==> config.mk <==
export PLATFORM = sky130hd
export DESIGN_NAME = lcd_responder
export DESIGN_NICKNAME = d
export VERILOG_FILES = /design/src/rtl/lcd_responder.sv
export SDC_FILE = /design/constraint.sdc
export NUM_CORES = 1
export LEC_CHECK = 0
export CAP_MARGIN = 20
export CELL_PAD_IN_SITES_DETAIL_PLACEMENT = 1
export CELL_PAD_IN_SITES_GLOBAL_PLACEMENT = 1
export CORE_ASPECT_RATIO = 1.1
export CORE_MARGIN = 1
export CORE_UTILIZATION = 55
export DETAILED_ROUTE_END_ITERATION = 12
export PLACE_DENSITY_LB_ADDON = 0.12
export SLEW_MARGIN = 25
export SYNTH_ARGS = -nofsm -noshare
export SYNTH_HDL_FRONTEND = slang
export SYNTH_SLANG_ARGS = --single-unit
==> constraint.sdc <==
create_clock -name i_clk -period 5.3 [get_ports i_clk]
set_clock_uncertainty 0.1 [all_clocks]
set_input_delay 1.06 -clock i_clk [delete_from_list [all_inputs] [get_ports i_clk]]
set_output_delay 1.06 -clock i_clk [all_outputs]
set_load 0.01 [all_outputs]
==> src/rtl/lcd_responder.sv <==
// Panel-side model of an HD44780-class character LCD: decodes E/RS/RW/D bus cycles
// at the fall of E, holds an 80-byte DDRAM, the address counter and the busy flag.
module lcd_responder #(
  parameter int unsigned ADDRW       = 7,
  parameter int unsigned DEPTH       = 80,
  parameter int unsigned BUSY_CYCLES = 4,
  parameter int unsigned HOME_CYCLES = 32
) (
  input  logic             i_clk,
  input  logic             i_rst_n,
  input  logic             i_E,
  input  logic             i_RS,
  input  logic             i_RW,
  input  logic [7:0]       i_data,
  output logic [7:0]       o_data,
  output logic             o_busy,
  output logic             o_viol,
  output logic             o_disp_on,
  input  logic [ADDRW-1:0] i_dbg_addr,
  output logic [7:0]       o_dbg_char
);

  localparam int unsigned CNTW =
    $clog2(((HOME_CYCLES > BUSY_CYCLES) ? HOME_CYCLES : BUSY_CYCLES) + 1);
  localparam logic [ADDRW-1:0] LAST = ADDRW'(DEPTH - 1);

  typedef enum logic [1:0] {ST_IDLE, ST_BUSY, ST_CLEAR} state_t;

  state_t           state_q, state_d;
  logic [CNTW-1:0]  cnt_q, cnt_d;
  logic [ADDRW-1:0] ptr_q, ptr_d;
  logic [ADDRW-1:0] ac_q, ac_d;
  logic             id_q, id_d, s_q, s_d;
  logic             disp_q, disp_d, cur_q, cur_d, blink_q, blink_d;
  logic             dl_q, dl_d, n_q, n_d, f_q, f_d;
  logic             e_q, rs_l_q, rs_l_d, rw_l_q, rw_l_d;
  logic [7:0]       d_l_q, d_l_d;
  logic             busy_q, busy_d, viol_q, viol_d;

  logic [7:0]       mem [DEPTH];
  logic             mem_we;
  logic [ADDRW-1:0] mem_addr;
  logic [7:0]       mem_wdata;

  logic             fall, stat_rd;
  logic [ADDRW-1:0] ac_inc, ac_dec, ac_step, ac_set;
  logic             unused_mode;

  assign fall    = e_q & ~i_E;
  assign stat_rd = ~rs_l_q & rw_l_q;
  assign ac_inc  = (ac_q == LAST) ? '0 : ac_q + ADDRW'(1);
  assign ac_dec  = (ac_q == '0) ? LAST : ac_q - ADDRW'(1);
  assign ac_step = id_q ? ac_inc : ac_dec;
  assign ac_set  = ADDRW'(d_l_q[6:0]);

  // S, C, B, DL, N and F are held for completeness but never steer behaviour
  assign unused_mode = ^{s_q, cur_q, blink_q, dl_q, n_q, f_q};

  always_comb begin
    state_d   = state_q;
    cnt_d     = cnt_q;
    ptr_d     = ptr_q;
    ac_d      = ac_q;
    id_d      = id_q;
    s_d       = s_q;
    disp_d    = disp_q;
    cur_d     = cur_q;
    blink_d   = blink_q;
    dl_d      = dl_q;
    n_d       = n_q;
    f_d       = f_q;
    rs_l_d    = rs_l_q;
    rw_l_d    = rw_l_q;
    d_l_d     = d_l_q;
    viol_d    = 1'b0;
    mem_we    = 1'b0;
    mem_addr  = ac_q;
    mem_wdata = d_l_q;

    if (i_E) begin
      rs_l_d = i_RS;
      rw_l_d = i_RW;
      d_l_d  = i_data;
    end

    case (state_q)
      ST_IDLE: begin
        if (fall && !stat_rd) begin
          state_d = ST_BUSY;
          cnt_d   = CNTW'(BUSY_CYCLES);
          if (rs_l_q) begin
            mem_we = ~rw_l_q;
            ac_d   = ac_step;
          end else begin
            casez (d_l_q)
              8'b1???????: ac_d = (ac_set > LAST) ? LAST : ac_set;
              8'b01??????: ;
              8'b001?????: {dl_d, n_d, f_d} = d_l_q[4:2];
              8'b0001????: if (!d_l_q[3]) ac_d = d_l_q[2] ? ac_inc : ac_dec;
              8'b00001???: {disp_d, cur_d, blink_d} = d_l_q[2:0];
              8'b000001??: {id_d, s_d} = d_l_q[1:0];
              8'b0000001?: begin
                ac_d  = '0;
                cnt_d = CNTW'(HOME_CYCLES);
              end
              8'b00000001: begin
                ac_d    = '0;
                id_d    = 1'b1;
                ptr_d   = '0;
                state_d = ST_CLEAR;
              end
              default: ;
            endcase
          end
        end
      end
      ST_BUSY: begin
        cnt_d  = cnt_q - CNTW'(1);
        viol_d = fall & ~stat_rd;
        if (cnt_q == CNTW'(1)) state_d = ST_IDLE;
      end
      ST_CLEAR: begin
        mem_we    = 1'b1;
        mem_addr  = ptr_q;
        mem_wdata = 8'h20;
        ptr_d     = ptr_q + ADDRW'(1);
        viol_d    = fall & ~stat_rd;
        if (ptr_q == LAST) state_d = ST_IDLE;
      end
      default: state_d = ST_IDLE;
    endcase

    busy_d = (state_d != ST_IDLE);
  end

  always_ff @(posedge i_clk or negedge i_rst_n) begin
    if (!i_rst_n) begin
      state_q <= ST_IDLE;
      cnt_q   <= '0;
      ptr_q   <= '0;
      ac_q    <= '0;
      id_q    <= 1'b1;
      s_q     <= 1'b0;
      disp_q  <= 1'b0;
      cur_q   <= 1'b0;
      blink_q <= 1'b0;
      dl_q    <= 1'b0;
      n_q     <= 1'b0;
      f_q     <= 1'b0;
      e_q     <= 1'b0;
      rs_l_q  <= 1'b0;
      rw_l_q  <= 1'b0;
      d_l_q   <= 8'h00;
      busy_q  <= 1'b0;
      viol_q  <= 1'b0;
    end else begin
      state_q <= state_d;
      cnt_q   <= cnt_d;
      ptr_q   <= ptr_d;
      ac_q    <= ac_d;
      id_q    <= id_d;
      s_q     <= s_d;
      disp_q  <= disp_d;
      cur_q   <= cur_d;
      blink_q <= blink_d;
      dl_q    <= dl_d;
      n_q     <= n_d;
      f_q     <= f_d;
      e_q     <= i_E;
      rs_l_q  <= rs_l_d;
      rw_l_q  <= rw_l_d;
      d_l_q   <= d_l_d;
      busy_q  <= busy_d;
      viol_q  <= viol_d;
    end
  end

  // DDRAM contents survive reset
  always_ff @(posedge i_clk) begin
    if (mem_we) mem[mem_addr] <= mem_wdata;
  end

  always_comb begin
    o_data = 8'h00;
    if (i_E && i_RW) o_data = i_RS ? mem[ac_q] : 8'({busy_q, ac_q});
  end

  assign o_dbg_char = (i_dbg_addr <= LAST) ? mem[i_dbg_addr] : 8'h00;
  assign o_busy     = busy_q;
  assign o_viol     = viol_q;
  assign o_disp_on  = disp_q;

endmodule

==> summary.txt <==
Worst setup path
  • WP depth: 7
  • Reg-to-reg setup timing slack: 1.58 ns
  • Crit path DAT: 4.19 ns
  • Worst reg2reg endpoint: mem[74][6]$_DFFE_PP_
  • Setup Crit Path Kind: reg -> out
  • Crit path buffers/inverters: 2
  • Cell Chain, Critical Path: buf_4, mux4_2, mux4_2, o21ai_0, o32a_1, o21ai_1, clkdlybuf4s50_1
  • Slowest CP cell: dfrtp_4
  • Cells on worst reg2reg path: 8
  • FF-to-FF Start: state_q[0]$_DFF_PN0_
  • Slowest stage delay, CP: roughly 0.66 ns
  • CP most frequent cell: mux4_2
  • Critical Path Sink: o_data[4]
  • Crit Path Max Fanout: 30
  • CP endpoint kind: output port
  • Startpoint Class: register
  • CP delay by family, top: buffers and inverters
  • Required @ worst endpoint: around 4.1 ns
  • Critical Path Source: ac_q[2]$_DFFE_PN0P_

Synth
  • Yosys reg bits: ~680
  • Post-Synthesis Cells: a little under 2000
  • Yosys top cell area share: 57.7%
  • Synthesis warning total: 0
  • Most used DFF post-synth: edfxtp_1
  • Syn_area_per_cell: approximately 17 sq um
  • Distinct cells, synth: 84
  • Area leader, netlist: edfxtp_1
  • Mapped cell area: between 30000 and 40000 sq um
  • Async S/R FF share, synth: 5.47%
  • Synthesized net count: 1958
  • Most area-consuming cells after synthesis: edfxtp_1 (58%), mux4_2 (20%), mux2i_1 (3.8%)
  • Post-synth EDFFs: 640
  • Post-synthesis sequential area ratio: 60.5%

Place
  • Dpl hpwl: 69500 um
  • IO Port Bufs: 38
  • Cell total after placement: approximately 2800
  • GP Congestion: 0.924

Power and ir drop
  • Cell Int Power: between 8 and 9 mW
  • Sequential share of power: 51.4%
  • NetSw: between 2 and 2.5 mW
  • Leakage power figure: around 11 nW
  • Max rail drop VDD: 0.254 mV
  • PwrDens: 299 nW/um^2
  • Gate power share: about 3%
  • Sw frac: 21.0%
  • Clk pwr share: a little under half
  • Final total power: roughly 11 mW

Routing
  • 1st-pass router iterations: 5
  • DR vias: 20883
  • DRC: 0
  • WL final: 106000 um
  • Antenna-violating nets left: 0
  • Routed len/inst: approximately 36 um
  • Starting DRT DRC Count: 2362
  • Vias per cell: between 7 and 8

Floorplanning
  • Height of the die: 260 um
  • # rows: 94
  • Area of the die: around 60000 sq um
  • IO Count: 39
  • Die width: 237 um
  • CORE AREA: around 60000 sq um
  • Initial Util: ~56%

GRT
  • GRT overflow: 0
  • GR Util All Layers: between 30% and 40%
  • Antenna violations before repair: 1
  • Vias in the first global route: 21681
  • First-pass GRT wire length: 154000 um
  • Largest net degree at the start of global routing: 81

Min path
  • Min-Delay Startpoint: o_disp_on$_DFFE_PN0P_
  • Worst hold path type: reg -> reg

Finish
  • NumNets Final: 2110
  • Layout cells sized above 1: a little under a third
  • Multi-input logic area: around 12000 sq um
  • Seq. cell area: 20200 sq um
  • Final Util: 63.0%
  • Area grow syn2layout: 13.2%
  • FILL cells: between 5000 and 6000
  • Finished Layout Cells: 2904

STA
  • Setup TNS: -0.0965 ns
  • Setup violations, final: 2
  • Relative slew margins: 30.2%
  • Worst-margin pin slew: 1.05 ns
  • Fmax: between 150 and 200 MHz
  • Period utilization: 101%
  • Final Max Slew Viols: 0
  • Worst Setup Slack, final: -0.0499 ns
  • Fin crit period: 5.35 ns
  • RSZ-0062 raised after global routing: false
  • Hold Vio Cnt, Final: 0

Clocking
  • CTS tree: yes
  • Htree depth: 3
  • CTS Buf Count: between 70 and 80
  • CTS root buffer: clkbuf_16
  • Worst-Skew Late Latency: around 0.62 ns
  • Reg clk slew, reported paths: 0.06 ns
  • CTS Hold Buffers Added: 0
  • Maximum root-to-sink buffer count: 3
  • Sink Count: 677

Job
  • Max-cap viol count: 0

Run status
  • Failing checks: negative setup slack
  • Run status: finished with violations
-- worst register-to-register path, cell delays in order (launching register included) --
cell and delay [ns]:
dfrtp_1 0.41, inv_1 0.12, ha_2 0.57, inv_1 0.39, or3_1 0.46, o21ai_0 0.38
nand2_1 0.45, nor2_1 0.28, buf_4 0.25
-- metrics by stage --
stage,setup slack [ns],hold WS (ns),cell area [sq um]
4_1_cts,0.0372,0.440,37600
5_1_grt,0.0000866,0.461,37700
3_3_place_gp,0.0799,0.393,35300
3_5_place_dp,0.109,0.423,35300
6_report,-0.0499,0.432,37700
2_1_floorplan,1.37,0.372,33300
-- placed cells by master (no fill, tap or decap), types with 22 or more instances in the layout --
master / synthesis / routed
clkdlybuf4s50_1: 0 / 34
mux4_2: 301 / 301
buf_4: 17 / 160
a22oi_1: 41 / 41
dfrtp_1: 36 / 32
clkbuf_16: 0 / 74
o21ai_0: 36 / 36
edfxtp_1: 640 / 640
o22ai_1: 24 / 24
nand3_1: 22 / 22
nand2_1: 111 / 111
nor2_1: 127 / 123
a21oi_1: 47 / 47
mux2i_1: 126 / 126
a211oi_1: 24 / 24
inv_1: 22 / 22
-- metal layers --
metal / GRT usage, % / part of all wire (%)
met5: 0 / 0.012
met4: 15.2 / 4.5
met3: 7.43 / 9.8
met2: 56.9 / 48
met1: 46.5 / 37
-- worst min path at each step --
stage,to,cells past startpoint
2_1_floorplan,cnt_q[1]$_DFFE_PN0P_,2
3_3_place_gp,o_disp_on$_DFFE_PN0P_,1
3_5_place_dp,cnt_q[1]$_DFFE_PN0P_,2
4_1_cts,cnt_q[1]$_DFFE_PN0P_,2
5_1_grt,o_disp_on$_DFFE_PN0P_,1
6_report,o_disp_on$_DFFE_PN0P_,1
-- state kept, by name, indices dropped and copies added (netlist names) --
| signal | count |
|---|---|
| mem | 640 |
| d_l_q | 8 |
| ac_q | 7 |
| ptr_q | 7 |
| cnt_q | 6 |
| state_q | 2 |
| e_q | 1 |
| id_q | 1 |
| o_busy | 1 |
| o_disp_on | 1 |
| o_viol | 1 |
| rs_l_q | 1 |
| rw_l_q | 1 |
-- power groups by stage --
stage | logic (mW) | clock network (mW) | registers, mW
final | 0.333 | 5.15 | 5.79
after global placement | 0.327 | 0 | 5.90
after detailed placement | 0.331 | 0 | 5.90
after floorplan | 0.205 | 0 | 5.89
after global routing | 0.350 | 5.37 | 5.79
after CTS | 0.332 | 5.21 | 5.79
-- cell type report --
type	instances	share of cell area (%)
diodes	1	0.00664
clock buffers	84	5.01
clock inverters	46	1.26
inverters	24	0.246
multi-input cells	1088	32.3
flip-flops and latches	677	53.5
well taps	768	2.55
repair buffers	216	5.18
-- cells by family (layout without fill, tap and decap cells) --
| group | after synthesis | count (layout) | synth area share (%) |
|---|---|---|---|
| AOI/OAI and AO/OA | 266 | 266 | 5.58 |
| and+or+nand+nor | 354 | 354 | 4.93 |
| muxes | 449 | 449 | 25.2 |
| DFF | 677 | 677 | 60.5 |
| other | 0 | 1 | 0 |
| buffers and inverters | 163 | 370 | 3.15 |
| adders and majority gates | 10 | 10 | 0.376 |
| xor gates and xnor gates | 9 | 9 | 0.237 |
-- synth_stat cells (11+ instances only) --
master and n:
nand2_1 111, buf_6 22, buf_2 41, a211oi_1 24
edfxtp_1 640, nor3_1 15, mux4_2 301, inv_1 22
dfrtp_1 36, o22ai_1 24, nand3_1 22, a31oi_1 11
a21oi_1 47, o21ai_0 36, buf_4 17, clkbuf_1 40
nor2_1 127, mux2i_1 126, nor2b_1 20, mux2_2 14
a22oi_1 41
-- what timing repair did --
action,CTS,global route
hold endpoints to repair,0,0
gates resized for setup,1,0
endpoints found under the setup margin,6,3
buffers inserted,1,5
No activity file was read; power rests on OpenSTA's default activity.
